<file path="config.mk">
export PLATFORM = sky130hd
export DESIGN_NAME = uart_tx_sched
export DESIGN_NICKNAME = d
export VERILOG_FILES = /design/src/rtl/uart_pkg.sv /design/src/rtl/uart_baud_gen.sv /design/src/rtl/uart_tx_sched.sv
export SDC_FILE = /design/constraint.sdc
export NUM_CORES = 1
export LEC_CHECK = 0
export CORE_UTILIZATION = 44
export CTS_BUF_LIST = sky130_fd_sc_hd__clkbuf_8
export DETAILED_ROUTE_END_ITERATION = 8
export HOLD_SLACK_MARGIN = 0.02
export PLACE_DENSITY = 0.75
export SETUP_SLACK_MARGIN = 0.15
export SKIP_CTS_REPAIR_TIMING = 1
export SYNTH_ARGS = -nofsm -noshare
export SYNTH_HDL_FRONTEND = slang
export SYNTH_SLANG_ARGS = --single-unit
</file>
<file path="constraint.sdc">
create_clock -name pclk -period 5.47 [get_ports pclk]
set_clock_uncertainty 0.05 [all_clocks]
set_input_delay 0.547 -clock pclk [delete_from_list [all_inputs] [get_ports pclk]]
set_output_delay 0.547 -clock pclk [all_outputs]
set_load 0.03 [all_outputs]
</file>
<file path="src/rtl/uart_pkg.sv">
// uart_pkg: constants and TX FSM encoding shared by the UART TX and RX blocks.
// Optional feature macro: UART_TX_PARITY_EN adds the PARITY state.
package uart_pkg;

  localparam int   OVERSAMPLE_DFLT = 16;
  localparam logic IDLE_LEVEL      = 1'b1;
  localparam logic START_LEVEL     = 1'b0;

  typedef enum logic [2:0] {
    ST_IDLE   = 3'd0,
    ST_START  = 3'd1,
    ST_DATA   = 3'd2,
`ifdef UART_TX_PARITY_EN
    ST_PARITY = 3'd3,
`endif
    ST_STOP   = 3'd4
  } tx_state_e;

endpackage

</file>
<file path="src/rtl/uart_baud_gen.sv">
// uart_baud_gen: programmable tick divider shared by the TX scheduler and the
// RX sampler. Tick period is baud_val+1 clocks; baud_val is only sampled at
// reload, so a change takes effect at the start of the next period.
module uart_baud_gen #(
  parameter int BAUD_W = 8
) (
  input  logic              pclk,
  input  logic              presetn,
  input  logic [BAUD_W-1:0] baud_val,
  input  logic              reload,
  output logic              baud_tick
);

  logic [BAUD_W-1:0] cnt_q, cnt_d;
  logic              armed_q, armed_d;

  // Count down to zero then reload; an explicit reload restarts the period.
  always_comb begin
    armed_d = 1'b1;
    cnt_d   = cnt_q - 1'b1;
    if (reload || (cnt_q == '0)) begin
      cnt_d = baud_val;
    end
  end

  // Counter register; armed_q keeps the tick quiet while still at reset value.
  always_ff @(posedge pclk or negedge presetn) begin
    if (!presetn) begin
      cnt_q   <= '0;
      armed_q <= 1'b0;
    end else begin
      cnt_q   <= cnt_d;
      armed_q <= armed_d;
    end
  end

  assign baud_tick = armed_q & (cnt_q == '0);

endmodule

</file>
<file path="src/rtl/uart_tx_sched.sv">
// uart_tx_sched: UART transmit sequencer. One-deep holding register feeding a
// shift register, serialised as start, data (LSB first), optional parity, stop.
// Optional feature macro: UART_TX_PARITY_EN (parity_odd port + PARITY state).
//
// state  | meaning
// IDLE   | line idle high, waiting for the holding register to fill
// START  | driving the start bit
// DATA   | driving shift[0], one data bit per bit period
// PARITY | driving the parity bit (UART_TX_PARITY_EN only)
// STOP   | driving the stop bit; chains straight into START if data waits
module uart_tx_sched
  import uart_pkg::*;
#(
  parameter int DATA_W     = 8,
  parameter int BAUD_W     = 8,
  parameter int OVERSAMPLE = OVERSAMPLE_DFLT
) (
  input  logic              pclk,
  input  logic              presetn,
  input  logic [BAUD_W-1:0] baud_val,
  input  logic              tx_wr,
  input  logic [DATA_W-1:0] tx_data,
`ifdef UART_TX_PARITY_EN
  input  logic              parity_odd,
`endif
  output logic              tx_rdy,
  output logic              tx_busy,
  output logic              tx_ovr,
  output logic              baud_tick,
  output logic              txd
);

  localparam int SAMP_W = (OVERSAMPLE > 1) ? $clog2(OVERSAMPLE) : 1;
  localparam int BIT_W  = (DATA_W > 1) ? $clog2(DATA_W) : 1;
  localparam logic [SAMP_W-1:0] SAMP_LAST = SAMP_W'(OVERSAMPLE - 1);
  localparam logic [BIT_W-1:0]  BIT_LAST  = BIT_W'(DATA_W - 1);

  tx_state_e         state_q, state_d;
  logic              hold_full_q, hold_full_d;
  logic [DATA_W-1:0] hold_data_q, hold_data_d;
  logic [DATA_W-1:0] shift_q, shift_d;
  logic [SAMP_W-1:0] samp_q, samp_d;
  logic [BIT_W-1:0]  bit_cnt_q, bit_cnt_d;
  logic              ovr_q, ovr_d;
`ifdef UART_TX_PARITY_EN
  logic              parity_q, parity_d;
`endif

  logic bit_end;
  logic xfer;
  logic reload;

  // A bit period closes on the last oversample tick; the hold register drains
  // into the shifter from IDLE or at the very end of a stop bit.
  assign bit_end = baud_tick && (samp_q == SAMP_LAST) && (state_q != ST_IDLE);
  assign xfer    = hold_full_q &&
                   ((state_q == ST_IDLE) || ((state_q == ST_STOP) && bit_end));
  // Only an idle start realigns the divider; chained frames keep its phase.
  assign reload  = hold_full_q && (state_q == ST_IDLE);

  uart_baud_gen #(
    .BAUD_W (BAUD_W)
  ) u_baud_gen (
    .pclk      (pclk),
    .presetn   (presetn),
    .baud_val  (baud_val),
    .reload    (reload),
    .baud_tick (baud_tick)
  );

  // FSM state register.
  always_ff @(posedge pclk or negedge presetn) begin
    if (!presetn) begin
      state_q <= ST_IDLE;
    end else begin
      state_q <= state_d;
    end
  end

  // FSM next-state logic.
  always_comb begin
    state_d = state_q;
    case (state_q)
      ST_IDLE:   if (hold_full_q) state_d = ST_START;
      ST_START:  if (bit_end) state_d = ST_DATA;
      ST_DATA: begin
        if (bit_end && (bit_cnt_q == BIT_LAST)) begin
`ifdef UART_TX_PARITY_EN
          state_d = ST_PARITY;
`else
          state_d = ST_STOP;
`endif
        end
      end
`ifdef UART_TX_PARITY_EN
      ST_PARITY: if (bit_end) state_d = ST_STOP;
`endif
      ST_STOP:   if (bit_end) state_d = hold_full_q ? ST_START : ST_IDLE;
      default:   state_d = ST_IDLE;
    endcase
  end

  // FSM outputs: line level per state and busy flag.
  always_comb begin
    tx_busy = (state_q != ST_IDLE);
    case (state_q)
      ST_START:  txd = START_LEVEL;
      ST_DATA:   txd = shift_q[0];
`ifdef UART_TX_PARITY_EN
      ST_PARITY: txd = parity_q;
`endif
      default:   txd = IDLE_LEVEL;
    endcase
  end

  // Datapath: holding register, shifter, sample/bit counters, overrun flag.
  always_comb begin
    hold_full_d = hold_full_q;
    hold_data_d = hold_data_q;
    shift_d     = shift_q;
    samp_d      = samp_q;
    bit_cnt_d   = bit_cnt_q;
    // A write while the hold is full (including the transfer cycle) is lost.
    ovr_d       = tx_wr && hold_full_q;
`ifdef UART_TX_PARITY_EN
    parity_d    = parity_q;
`endif

    if (xfer) begin
      hold_full_d = 1'b0;
    end else if (tx_wr && !hold_full_q) begin
      hold_full_d = 1'b1;
      hold_data_d = tx_data;
    end

    if (xfer) begin
      shift_d   = hold_data_q;
      samp_d    = '0;
      bit_cnt_d = '0;
`ifdef UART_TX_PARITY_EN
      parity_d  = (^hold_data_q) ^ parity_odd;
`endif
    end else begin
      if ((state_q != ST_IDLE) && baud_tick) begin
        samp_d = (samp_q == SAMP_LAST) ? '0 : samp_q + 1'b1;
      end
      if ((state_q == ST_DATA) && bit_end) begin
        shift_d   = shift_q >> 1;
        bit_cnt_d = (bit_cnt_q == BIT_LAST) ? '0 : bit_cnt_q + 1'b1;
      end
    end
  end

  // Datapath registers.
  always_ff @(posedge pclk or negedge presetn) begin
    if (!presetn) begin
      hold_full_q <= 1'b0;
      hold_data_q <= '0;
      shift_q     <= '0;
      samp_q      <= '0;
      bit_cnt_q   <= '0;
      ovr_q       <= 1'b0;
`ifdef UART_TX_PARITY_EN
      parity_q    <= 1'b0;
`endif
    end else begin
      hold_full_q <= hold_full_d;
      hold_data_q <= hold_data_d;
      shift_q     <= shift_d;
      samp_q      <= samp_d;
      bit_cnt_q   <= bit_cnt_d;
      ovr_q       <= ovr_d;
`ifdef UART_TX_PARITY_EN
      parity_q    <= parity_d;
`endif
    end
  end

  assign tx_rdy = ~hold_full_q;
  assign tx_ovr = ovr_q;

endmodule
</file>
Word level (Yosys, flattened, before mapping)
Cells that the tools add are included. W data, S select, Z words.

Reductions and logical operators: 21. Eq/ne operators: 9. Multiplexer cells: 18. Bitwise operators: 3. Add/sub/neg operators: 3.

Operators by type and width (count): $mux W8 (3); $mux W3 (7); $mux W4 (3); $pmux W3 S4 (1); $logic_and A1 B1 Y1 (10); $logic_not A8 Y1 (1); $ne A2 B2 Y1 const B (4); $sub A8 B1 Y8 const B (1); $eq A3 B3 Y1 const B (2); $reduce_bool A2 Y1 (3); $add A4 B1 Y4 const B (1); $eq A4 B4 Y1 const B (1); $reduce_and A4 Y1 (1); $add A3 B1 Y3 const B (1); $eq A3 B1 Y1 const B (1); $eq A3 B2 Y1 const B (1); $logic_not A3 Y1 (1); $mux W1 (3); $reduce_bool A3 Y1 (1); $logic_or A1 B1 Y1 (2); $not A1 Y1 (2); $pmux W1 S2 (1); $reduce_and A2 Y1 (1); $and A1 B1 Y1 (1); $logic_not A1 Y1 (1).

Input port bits: 19. Register bits after elaboration: 37. Word-level logic and storage cells: 63. Output and inout bits: 5.

Longest topological paths before layout
Gate-level depths: netlist of run 1.

Depth in word-level cells: 9. Gate-level depth with buffers: 9.

Modules after synthesis
A second synthesis of run 1 with hierarchy kept.

Cells, all modules: 183. Area, all modules: 1878.1 µm².

By module, submodules not included: uart_tx_sched (cells an instance 135, area an instance 1385.1 µm², sequential area each 700.7 µm², instances 1); uart_baud_gen (cells an instance 48, area an instance 493.0 µm², sequential area each 225.2 µm², instances 1).

Worst setup path after synthesis of run 1
No wires, ideal clock.

Kind: register -> register. Start point: register u_baud_gen.cnt_q[0]. End point: register shift_q[6]. Data required time: 5.295 ns. Stages on the path, launching flop included: 9. Path slack: 3.551 ns. Library setup time: 0.125 ns. Data arrival time: 1.744 ns. Path through: dfrtp_1 -> inv_1 -> ha_1 -> nor4bb_1 -> buf_4 -> a31o_2 -> buf_4 -> and2_4 -> mux2_2.

Longest elaborated chain between the ends: 8.

RTL lines: start: declaration (line uart_baud_gen.sv:14) `logic [BAUD_W-1:0] cnt_q, cnt_d;`; start signal: assignment (line uart_baud_gen.sv:32) `cnt_q <= cnt_d;`; $logic_not A8 Y1 (*) (line uart_baud_gen.sv:37) `assign baud_tick = armed_q & (cnt_q == '0);`; $and A1 B1 Y1 (*) (line uart_baud_gen.sv:37); $logic_and A1 B1 Y1 (*) (2 in a row) (line uart_tx_sched.sv:55) `assign bit_end = baud_tick && (samp_q == SAMP_LAST) && (state_q != ST_IDLE);`; $logic_and A1 B1 Y1 (line uart_tx_sched.sv:57) `((state_q == ST_IDLE) || ((state_q == ST_STOP) && bit_end));`; $logic_or A1 B1 Y1 (line uart_tx_sched.sv:57); $logic_and A1 B1 Y1 (line uart_tx_sched.sv:56) `assign xfer = hold_full_q &&`; $mux W8 / $reduce_bool A2 Y1 (equally long branches); end signal: assignment (line uart_tx_sched.sv:169) `shift_q <= shift_d;`; end: declaration (line uart_tx_sched.sv:41) `logic [DATA_W-1:0] shift_q, shift_d;`.

Mark *: on every way between the ends. The rest lies on a longest branch, timed or not. A chain may end at the register's enable or synchronous reset.

Worst setup path after layout of run 1
Start point: register u_baud_gen.cnt_q[2]. End point: output port baud_tick.

Longest elaborated chain between the ends: 2.

RTL lines: $logic_not A8 Y1 (line uart_baud_gen.sv:37); $and A1 B1 Y1 (line uart_baud_gen.sv:37); end: declaration (line uart_tx_sched.sv:29) `output logic baud_tick,`.

No other way between the ends.

==> run metrics, run 1 <==
status finished, final reports clean; total CTS buffers 5; clock sinks 37; Synth Area in Compound Gates 7.95%; ys flop type dfrtp_1; vias in the first global route 1207; Hold Path Stages 1; first-pass GRT wire length 5580 µm; Setup TNS 0 ps; Synth Area in Adders 3.42%; GRT Resource Usage Total 17.2%; most frequent cells in the layout dfrtp_1 (37), clkdlybuf4s50_1 (23), nor2_1 (20); Yosys reg bits 37; io pins 24; Placed Area 0.00207 mm²; final worst setup slack 2380 ps; fin crit period 3090 ps; Hold EP state_q[1]; Max Freq 323 MHz; FP Rows 23; grt total ovfl 0; Final #Nets 215; DRT iter0 DRCs 87; critical path fanouts, max 11; Post-DP HPWL 2180 µm; Worst VDD drop 215 µV; Avg Synthesized Cell Area 10.9 µm²; RSZ-0062 raised after global routing false; R2R cell count 3; DR vias/cell 5.22; drc violations 0; CTS tree built; H-tree depth 2; part of the cycle the worst path needs 56.5%; Ant. Diodes 0; critical path's top delay family simple AND/OR/NAND/NOR gates; core area 0.00400 mm²; Slew Viols, Final 0; post-synthesis cell area 0.00183 mm²; slowest stage cell, crit path nor4_2; CP arrival 2490 ps; worst r2r src u_baud_gen.cnt_q[2]; Async S/R FF share, synth 100%; hold_sp state_q[2]; RR Endpoint u_baud_gen.cnt_q[0]; layout cell share with drive strength beyond 1 14.1%; worst-case clock buffer depth 2; Final Hold Viols 0; Cells after Synth 168; Crit Path Class register to primary output; post-synthesis simple-gate area fraction 18.3%; Setup WS pre-CTS 2680 ps; largest net degree at the start of global routing 38; Distinct cells, synth 40; initial core utilization 45.7%; gpl congestion 0.755; max cap viols 0; Clock Pin Slew Worst Setup and Hold Paths 70 ps; Final Util 54.5%; Die W 66.4 µm; die extent in y 66.4 µm; reg-to-reg slack, setup 2910 ps; Leak 0.996 nW; Worst Path Buf+Inv 1; initial antenna violation count 0; Port Buffers 23; worst skew pair latency 290 ps; XOR/XNOR share of the synthesized area 2.88%; most common cell after layout, fill and taps aside dfrtp_1; power density of the placed cells 344 mW/mm²; Critical Path RT 4870 ps; worst slew pin tran 1200 ps; DR pass1 iterations 4; Total Wirelength 3080 µm; Worst Setup End Kind primary output; P&R area growth vs syn 19.4%; CP Launch Type register; max incr delay on CP 870 ps; die area 0.00441 mm²; combinational family with the most area after synthesis simple AND/OR/NAND/NOR gates; WL per Instance 12.7 µm; crit-path cells nor4_2, and2_1, clkdlybuf4s50_1; cell area after layout 0.00218 mm²; post-synthesis mux area share 12.0%; Mapped Nets 192; antenna-violating nets left 0; dpl cells 234; Final Instance Count excl. Fillers 242; Root Buffer clkbuf_8; worst rel slew slack 19.8%; Hold WC Path Type register to register; sequential element share of the synthesized area 50.7%; Via Count 1264; YS warnings 0; setup violators final 0; EDFF count, synth 0
==> worst register-to-register path, delay by kind of cell, from the launching register on <==
family,cells,cell delay [ps]
DFF,1,430
AOI/OAI and AO/OA,1,650
and+or+nand+nor,1,870
muxes,1,450
==> state kept, by name, summed over array words and instances, names as in the netlist <==
| register | cells |
|---|---|
| hold_data_q | 8 |
| shift_q | 8 |
| u_baud_gen.cnt_q | 8 |
| samp_q | 4 |
| bit_cnt_q | 3 |
| state_q | 3 |
| hold_full_q | 1 |
| tx_ovr | 1 |
| u_baud_gen.armed_q | 1 |
==> layout make-up <==
type	instances	area, µm²
fillers	341	1820
flip-flops and latches	37	926
multi-input cells	118	817
repair buffers	25	245
clock buffers	5	68.8
well taps	50	62.6
clock inverters	3	46.3
inverters	4	15.0
==> how the worst max path moves through the flow <==
stage,from,endpoint,slack (ps),depth (start not counted)
finish,u_baud_gen.cnt_q[2],baud_tick,2380,3
global route,u_baud_gen.cnt_q[2],baud_tick,2230,3
CTS,u_baud_gen.cnt_q[2],baud_tick,2360,3
detailed placement,u_baud_gen.cnt_q[3],baud_tick,2680,3
global placement,u_baud_gen.cnt_q[2],baud_tick,2740,3
floorplan,u_baud_gen.cnt_q[0],shift_q[6],3550,8
==> report_power, final <==
part	leakage, nW	internal, W	switching, W	total (W)
logic	0.483	0.0000763	0.0000608	0.000137
clock network	0.0543	0.000136	0.000100	0.000236
registers	0.459	0.000329	0.0000483	0.000377
==> cell usage after synthesis, types with 3 or more instances <==
master / n / share of area [%]
dfrtp_1: 37 / 51
nor2_1: 20 / 4.1
mux2_2: 11 / 6.8
a21oi_1: 10 / 2.7
nand2_1: 10 / 2.1
mux2i_1: 8 / 4.4
nand3_1: 7 / 1.9
buf_4: 5 / 2.1
ha_1: 5 / 3.4
inv_1: 4 / 0.82
nand4_1: 4 / 1.4
o21ai_0: 4 / 1.1
o21ai_1: 4 / 1.1
or3_1: 4 / 1.4
xnor2_1: 3 / 1.4
xor2_1: 3 / 1.4
==> logic make-up (layout without fill, tap and decap cells) <==
kind of cell,Yosys count,after routing
XOR/XNOR,6,6
buffers and inverters,13,37
AO/OA/AOI/OAI,25,25
flip-flops,37,37
multiplexers,20,20
other,1,1
AND/OR/NAND/NOR,61,61
adder cells (fa/ha/maj),5,5
==> through the flow <==
| step | hold slack, ps | total power [W] |
|---|---|---|
| after detailed placement | 433 | 0.000520 |
| after global placement | 425 | 0.000511 |
| final | 439 | 0.000750 |
| after global routing | 478 | 0.000794 |
| after CTS | 442 | 0.000758 |
| after floorplan | 201 | 0.000474 |
==> per-layer routing <==
layer	vias up	track usage (%)	wire length (µm)
li1	638	-	-
met1	599	23.9	1490
met2	25	25.3	1450
met3	2	3.79	97
met4	0	8.24	42
met5	-	0	0
Power figures use the tool's default switching activity.
==> inputs of run 2 (changes only) <==
Clock period 5.47 ns to 2.89 ns, I/O delays scaled along.
==> run 2 against run 1 <==
Clock power is 44% higher. Global-route usage decreased by 0.61 points. Non-clock buffer count increased by 2. Sequential share of layout area is 0.34 points higher. Critical path type unchanged. Highest routed layer unchanged.
==> run metrics, run 2 (same netlist as run 1, synthesis figures left out) <==
cell area after layout 0.00216 mm² (-0.80%); most frequent cells in the layout dfrtp_1 (37), clkdlybuf4s50_1 (23), nor2_1 (20); die area 0.00441 mm² (unchanged); antenna-violating nets left 0 (unchanged); R2R cell count 4 (+1); DR pass1 iterations 4 (unchanged); P&R area growth vs syn 18.4%; Worst Setup End Kind primary output; top flop regs hold_data_q x8, shift_q x8, u_baud_gen.cnt_q x8; vias in the first global route 1171 (-3.0%); Setup WS pre-CTS 682 ps (-2000 ps); Ant. Diodes 0 (unchanged); Max Freq 398 MHz; worst skew pair latency 290 ps (about the same); Total Wirelength 3170 µm (+2.9%); FP Rows 23 (unchanged); clock sinks 37 (unchanged); CP Launch Type register; max cap viols 0 (unchanged); Worst VDD drop 458 µV (+110%); DRT iter0 DRCs 51 (-41%); Via Count 1287 (+1.8%); worst r2r src u_baud_gen.cnt_q[2]; CTS tree built; critical path fanouts, max 9 (-2); most common cell after layout, fill and taps aside dfrtp_1; grt total ovfl 0 (unchanged); final worst setup slack 377 ps (-2000 ps); critical path's top delay family buffers and inverters; setup violators final 0 (unchanged); part of the cycle the worst path needs 87.0%; status finished, final reports clean; power density of the placed cells 611 mW/mm² (+78%); Hold WC Path Type primary input to async pin; Final #Nets 217 (+0.93%); Placed Area 0.00208 mm² (+0.73%); layout cell share with drive strength beyond 1 14.4% (+0.37 points); CP arrival 2170 ps (-320 ps); DR vias/cell 5.27 (+0.99%); total CTS buffers 5 (unchanged); core area 0.00400 mm² (unchanged); Clock Pin Slew Worst Setup and Hold Paths 70 ps (about the same); Worst Path Buf+Inv 3 (+2); slowest stage cell, crit path clkdlybuf4s50_1; largest net degree at the start of global routing 38 (unchanged); crit-path cells inv_1, ha_1, nor4bb_1, buf_4, and2_1, clkdlybuf4s50_1; io pins 24 (unchanged); fin crit period 2510 ps; H-tree depth 2 (unchanged); drc violations 0 (unchanged); reg-to-reg slack, setup 690 ps (-2220 ps); Slew Viols, Final 0 (unchanged); max incr delay on CP 660 ps (-210 ps); WL per Instance 13.0 µm (+2.0%); fillers 352 (+3.2%); worst slew pin tran 1150 ps (-45.3 ps); RR Endpoint u_baud_gen.cnt_q[0]; Critical Path RT 2550 ps (-2320 ps); initial core utilization 45.7% (unchanged); gpl congestion 0.807 (+6.9%); worst rel slew slack 22.8% (+3.0 points); initial antenna violation count 0 (unchanged); die extent in y 66.4 µm (unchanged); Die W 66.4 µm (unchanged); Post-DP HPWL 2230 µm (+2.3%); GRT Resource Usage Total 16.6% (-0.61 points); RSZ-0062 raised after global routing false; Setup TNS 0 ps (unchanged); Root Buffer clkbuf_8; first-pass GRT wire length 5430 µm (-2.6%); worst-case clock buffer depth 2 (unchanged); Final Hold Viols 0 (unchanged); Crit Path Class register to primary output; Leak 1.00 nW (+0.56%); Port Buffers 23 (unchanged)
[run 2: changes by cell type in the layout (fill, tap and decap cells not counted), sizes merged]
cell | previous run | this run
buf | 2 | 4
clkinvlp | 1 | 0
clkinv | 1 | 2
bufinv | 1 | 0
inv | 4 | 5
[run 2: worst reg2reg max path: cells and delay by family (launching register included)]
family	cells	cell delay, ps
AO/OA/AOI/OAI	1	920
flip-flops	1	440
buffers and inverters	1	180
multiplexers	1	420
AND/OR/NAND/NOR	1	70
[run 2: power by group]
group | switching [W] | leakage [nW] | internal [W]
Sequential | 0.0000940 | 0.459 | 0.000622
Clock | 0.000178 | 0.0491 | 0.000163
Combinational | 0.000116 | 0.494 | 0.000148
Total | 0.000388 | 1.00 | 0.000934
[run 2: metrics by stage]
stage	cells	hold WS (ps)	power (W)	utilization, %
final	244	363	0.00132	54.1
after global routing	244	413	0.00141	54.1
after CTS	244	374	0.00133	54.1
after detailed placement	236	439	0.000993	52.0
after global placement	236	425	0.000976	52.0
after floorplan	168	-56.6	0.000897	-
[run 2: area by class of cell]
cell class	instances	area, µm²	area share, %
well taps	50	62.6	2.89
flip-flops and latches	37	926	42.8
clock inverters	3	13.8	0.636
repair buffers	27	260	12.0
multi-input cells	118	817	37.8
clock buffers	5	68.8	3.18
inverters	4	15.0	0.694
[run 2: layer usage]
metal | vias to the layer above | share of wire, % | global-route usage, % | wire [µm]
met5 | - | 0 | 0 | 0
li1 | 638 | - | - | -
met2 | 27 | 45 | 24.4 | 1420
met1 | 617 | 49 | 23.0 | 1560
met3 | 5 | 4.1 | 4.66 | 129
met4 | 0 | 1.5 | 6.38 | 48
[run 2: how the worst max path moves through the flow]
| stage | slack, ps | cells past startpoint | to | start |
|---|---|---|---|---|
| 2_1_floorplan | 970 | 8 | shift_q[6] | u_baud_gen.cnt_q[0] |
| 5_1_grt | 290 | 6 | baud_tick | u_baud_gen.cnt_q[0] |
| 3_3_place_gp | 720 | 6 | baud_tick | u_baud_gen.cnt_q[0] |
| 6_report | 380 | 6 | baud_tick | u_baud_gen.cnt_q[0] |
| 3_5_place_dp | 680 | 6 | baud_tick | u_baud_gen.cnt_q[0] |
| 4_1_cts | 360 | 6 | baud_tick | u_baud_gen.cnt_q[0] |
==> patch (settings of run 1) <==
`hold_data_q` and `shift_q` no longer have a reset.
--- a/src/rtl/uart_tx_sched.sv
+++ b/src/rtl/uart_tx_sched.sv
@@ -156,6 +156,4 @@
     if (!presetn) begin
       hold_full_q <= 1'b0;
-      hold_data_q <= '0;
-      shift_q     <= '0;
       samp_q      <= '0;
       bit_cnt_q   <= '0;
@@ -166,6 +164,4 @@
     end else begin
       hold_full_q <= hold_full_d;
-      hold_data_q <= hold_data_d;
-      shift_q     <= shift_d;
       samp_q      <= samp_d;
       bit_cnt_q   <= bit_cnt_d;
@@ -177,4 +173,9 @@
   end
 
+  always_ff @(posedge pclk) begin
+    hold_data_q <= hold_data_d;
+    shift_q     <= shift_d;
+  end
+
   assign tx_rdy = ~hold_full_q;
   assign tx_ovr = ovr_q;
Function: same outputs for any inputs over 10 cycles, from zero or initial values and one cycle with presetn low; that may be too few to reach the edited logic, so the function may still have changed.
==> patch against run 1 <==
  * Setup slack improved by 0.25 ns
  * Synthesized area decreased by 0.41%
  * Sequential cell count unchanged
  * Critical path type unchanged
  * Critical endpoint unchanged
  * Total power decreased by 4.2%
  * Critical path depth increased by 2
  * Final area increased by 0.57%
  * Highest routed layer unchanged
  * First-iteration DRC count decreased by 14%
  * Routed wire length increased by 5.4%
==> patch: results (changes against run 1) <==
[run_status]
status = finished clean  ; unchanged

[worst_hold_path]
min_to = shift_q[3]  ; was state_q[1]
hold-path-cell-count = 1  ; unchanged
min_from = shift_q[4]  ; was state_q[2]
hp-class = register to register  ; unchanged

[worst_setup_path]
cp_top_family = buffers and inverters  ; was simple AND/OR/NAND/NOR gates
rrSetupSlack_ns = 2.91  ; about the same
rr_worst_depth = 6  ; was 3
worst_ep_arrival_time_ns = 2.24  ; was 2.49 ns
regToRegStartpoint = u_baud_gen.cnt_q[0]  ; was u_baud_gen.cnt_q[2]
regToRegEndpoint = bit_cnt_q[2]  ; was u_baud_gen.cnt_q[0]
cp_max_fo = 7  ; was 11
crit_slowest_cell = clkdlybuf4s50_1  ; was nor4_2
slowest_delay_ns = 0.66  ; was 0.87 ns

[place]
gp_congestion = 0.8124  ; was 0.7546
io_buffers = 23  ; unchanged
hpwlAfterDp_mm = 2.350  ; was 2.179 mm

[cells_and_area]
largest_registers = hold_data_q: 8 flops, shift_q: 8 flops, u_baud_gen.cnt_q: 8 flops  ; unchanged
filler_cell_count = 339  ; was 341
drive_gt1_share_pct = 15.61  ; was 14.06%
n_antenna_cell = 0  ; unchanged
utilization_pct = 55.23  ; was 54.52%
layout.nets = 196  ; was 215

[clocking]
clockRootBuffer = clkbuf_8  ; unchanged
clk_path_buf_depth = 2  ; unchanged
path_clk_slew_ns = 0.07  ; about the same
cts_made_buffers = 5  ; unchanged
clk_latency_ns = 0.29  ; about the same
cts.htree.levels = 2  ; unchanged

[yosys]
synthMuxAreaShare_pct = 6.946  ; was 11.99%
async_flop_share_pct = 56.76  ; was 100.0%
synthTopCellsByCount = dfrtp_1 (21), edfxtp_1 (16), a21oi_1 (13), nor2_1 (13)  ; was dfrtp_1 (37), nor2_1 (20), mux2_2 (11)
synthAdderAreaFrac_pct = 3.439  ; was 3.425%
synth-xor-area-share_pct = 3.370  ; was 2.877%
synth_compound_area_share_pct = 9.147  ; was 7.945%
yosys_warnings = 0  ; unchanged
synth-edff-count = 16  ; was 0
syn-num-nets = 169  ; was 192
synth_area_leaders = dfrtp_1 (29%), edfxtp_1 (26%), mux2_4 (5.8%)  ; was dfrtp_1 (51%), mux2_2 (6.8%), mux2i_1 (4.4%)
synth.distinct_cells = 45  ; was 40
ys.flop_type = dfrtp_1  ; unchanged
yosysSeqAreaShare_pct = 55.30  ; was 50.68%

[global_routing]
antenna_found_initial = 0  ; unchanged
grt_start_max_net_pins = 22  ; was 38
track_usage_pct = 16.97  ; was 17.19%
grt_pass1_wl_mm = 5.409  ; was 5.575 mm

[drt]
via_per_inst = 5.332  ; was 5.223
drt_pass1_iterations = 4  ; unchanged
drt_wl_total_mm = 3.244  ; was 3.078 mm
drt_first_iter_violations = 75  ; was 87

[pwr]
ir_worst_vdd_uv = 296.3  ; was 214.9 uV
p_leak_nw = 0.8707  ; was 0.9959 nW

[sta]
worst_slew_margin_rel_pct = 34.96  ; was 19.75%

==> patch: cell types whose count changed after synthesis, sizes merged, moves of 4 or more <==
cell,change
o21ai,-6
nand2,-5
edfxtp,+16
dfrtp,-16
nor2,-7
mux2i,-7
buf,-6
nand3,-4
mux2,-4
==> patch: worst max-delay path by stage <==
stage / from / to / slack (ns) / cells past startpoint
3_5_place_dp: u_baud_gen.cnt_q[0] / bit_cnt_q[2] / 2.92 / 6
6_report: u_baud_gen.cnt_q[0] / baud_tick / 2.63 / 5
4_1_cts: u_baud_gen.cnt_q[0] / baud_tick / 2.62 / 5
5_1_grt: u_baud_gen.cnt_q[0] / baud_tick / 2.48 / 5
2_1_floorplan: u_baud_gen.cnt_q[0] / bit_cnt_q[1] / 3.34 / 6
3_3_place_gp: u_baud_gen.cnt_q[0] / baud_tick / 3.03 / 5
==> patch: stage by stage <==
stage | power (W) | hold slack, ns | std cells | instance area (sq um) | setup slack, ns
after CTS | 0.0007237 | 0.5163 | 223 | 2193 | 2.621
after detailed placement | 0.0004919 | 0.4964 | 215 | 2086 | 2.916
after global placement | 0.0004840 | 0.4830 | 215 | 2086 | 3.029
after global routing | 0.0007580 | 0.5248 | 223 | 2193 | 2.476
after floorplan | 0.0004491 | 0.2014 | 145 | 1819 | 3.335
final | 0.0007190 | 0.5105 | 223 | 2193 | 2.632
==> patch: per-layer routing <==
layer / global-route usage (%) / part of all wire [%]
met5: 0 / 0
met4: 6.383 / 0.71
met3: 6.207 / 3.2
met2: 27.04 / 51
met1: 20.86 / 45
==> patch: worst reg2reg max path: stages (launching register included) <==
cell      delay (ns)
dfrtp_1         0.41
inv_1           0.12
ha_1            0.17
nor3b_2         0.37
nand4_1         0.20
a22oi_1         0.78
a2bb2o_1        0.34
==> patch: cell families after synthesis <==
group | after synthesis
AOI/OAI and AO/OA | 24
xor gates and xnor gates | 7
adders and majority gates | 5
buffers and inverters | 11
DFF | 37
muxes | 9
other | 1
and+or+nand+nor | 51
==> patch: power breakdown <==
part | total (W) | internal (W) | switching (W)
registers | 0.000371 | 0.000322 | 0.0000489
logic | 0.000118 | 0.0000639 | 0.0000543
clock network | 0.000230 | 0.000133 | 0.0000963
total | 0.000719 | 0.000520 | 0.000199
==> patch: area by class of cell <==
cell class              instances  area share, %
clock buffers                   5          3.137
clock inverters                 3          1.768
repair buffers                 24          10.84
multi-input cells              97          34.34
flip-flops and latches         37          45.86
inverters                       7          1.198
well taps                      50          2.852
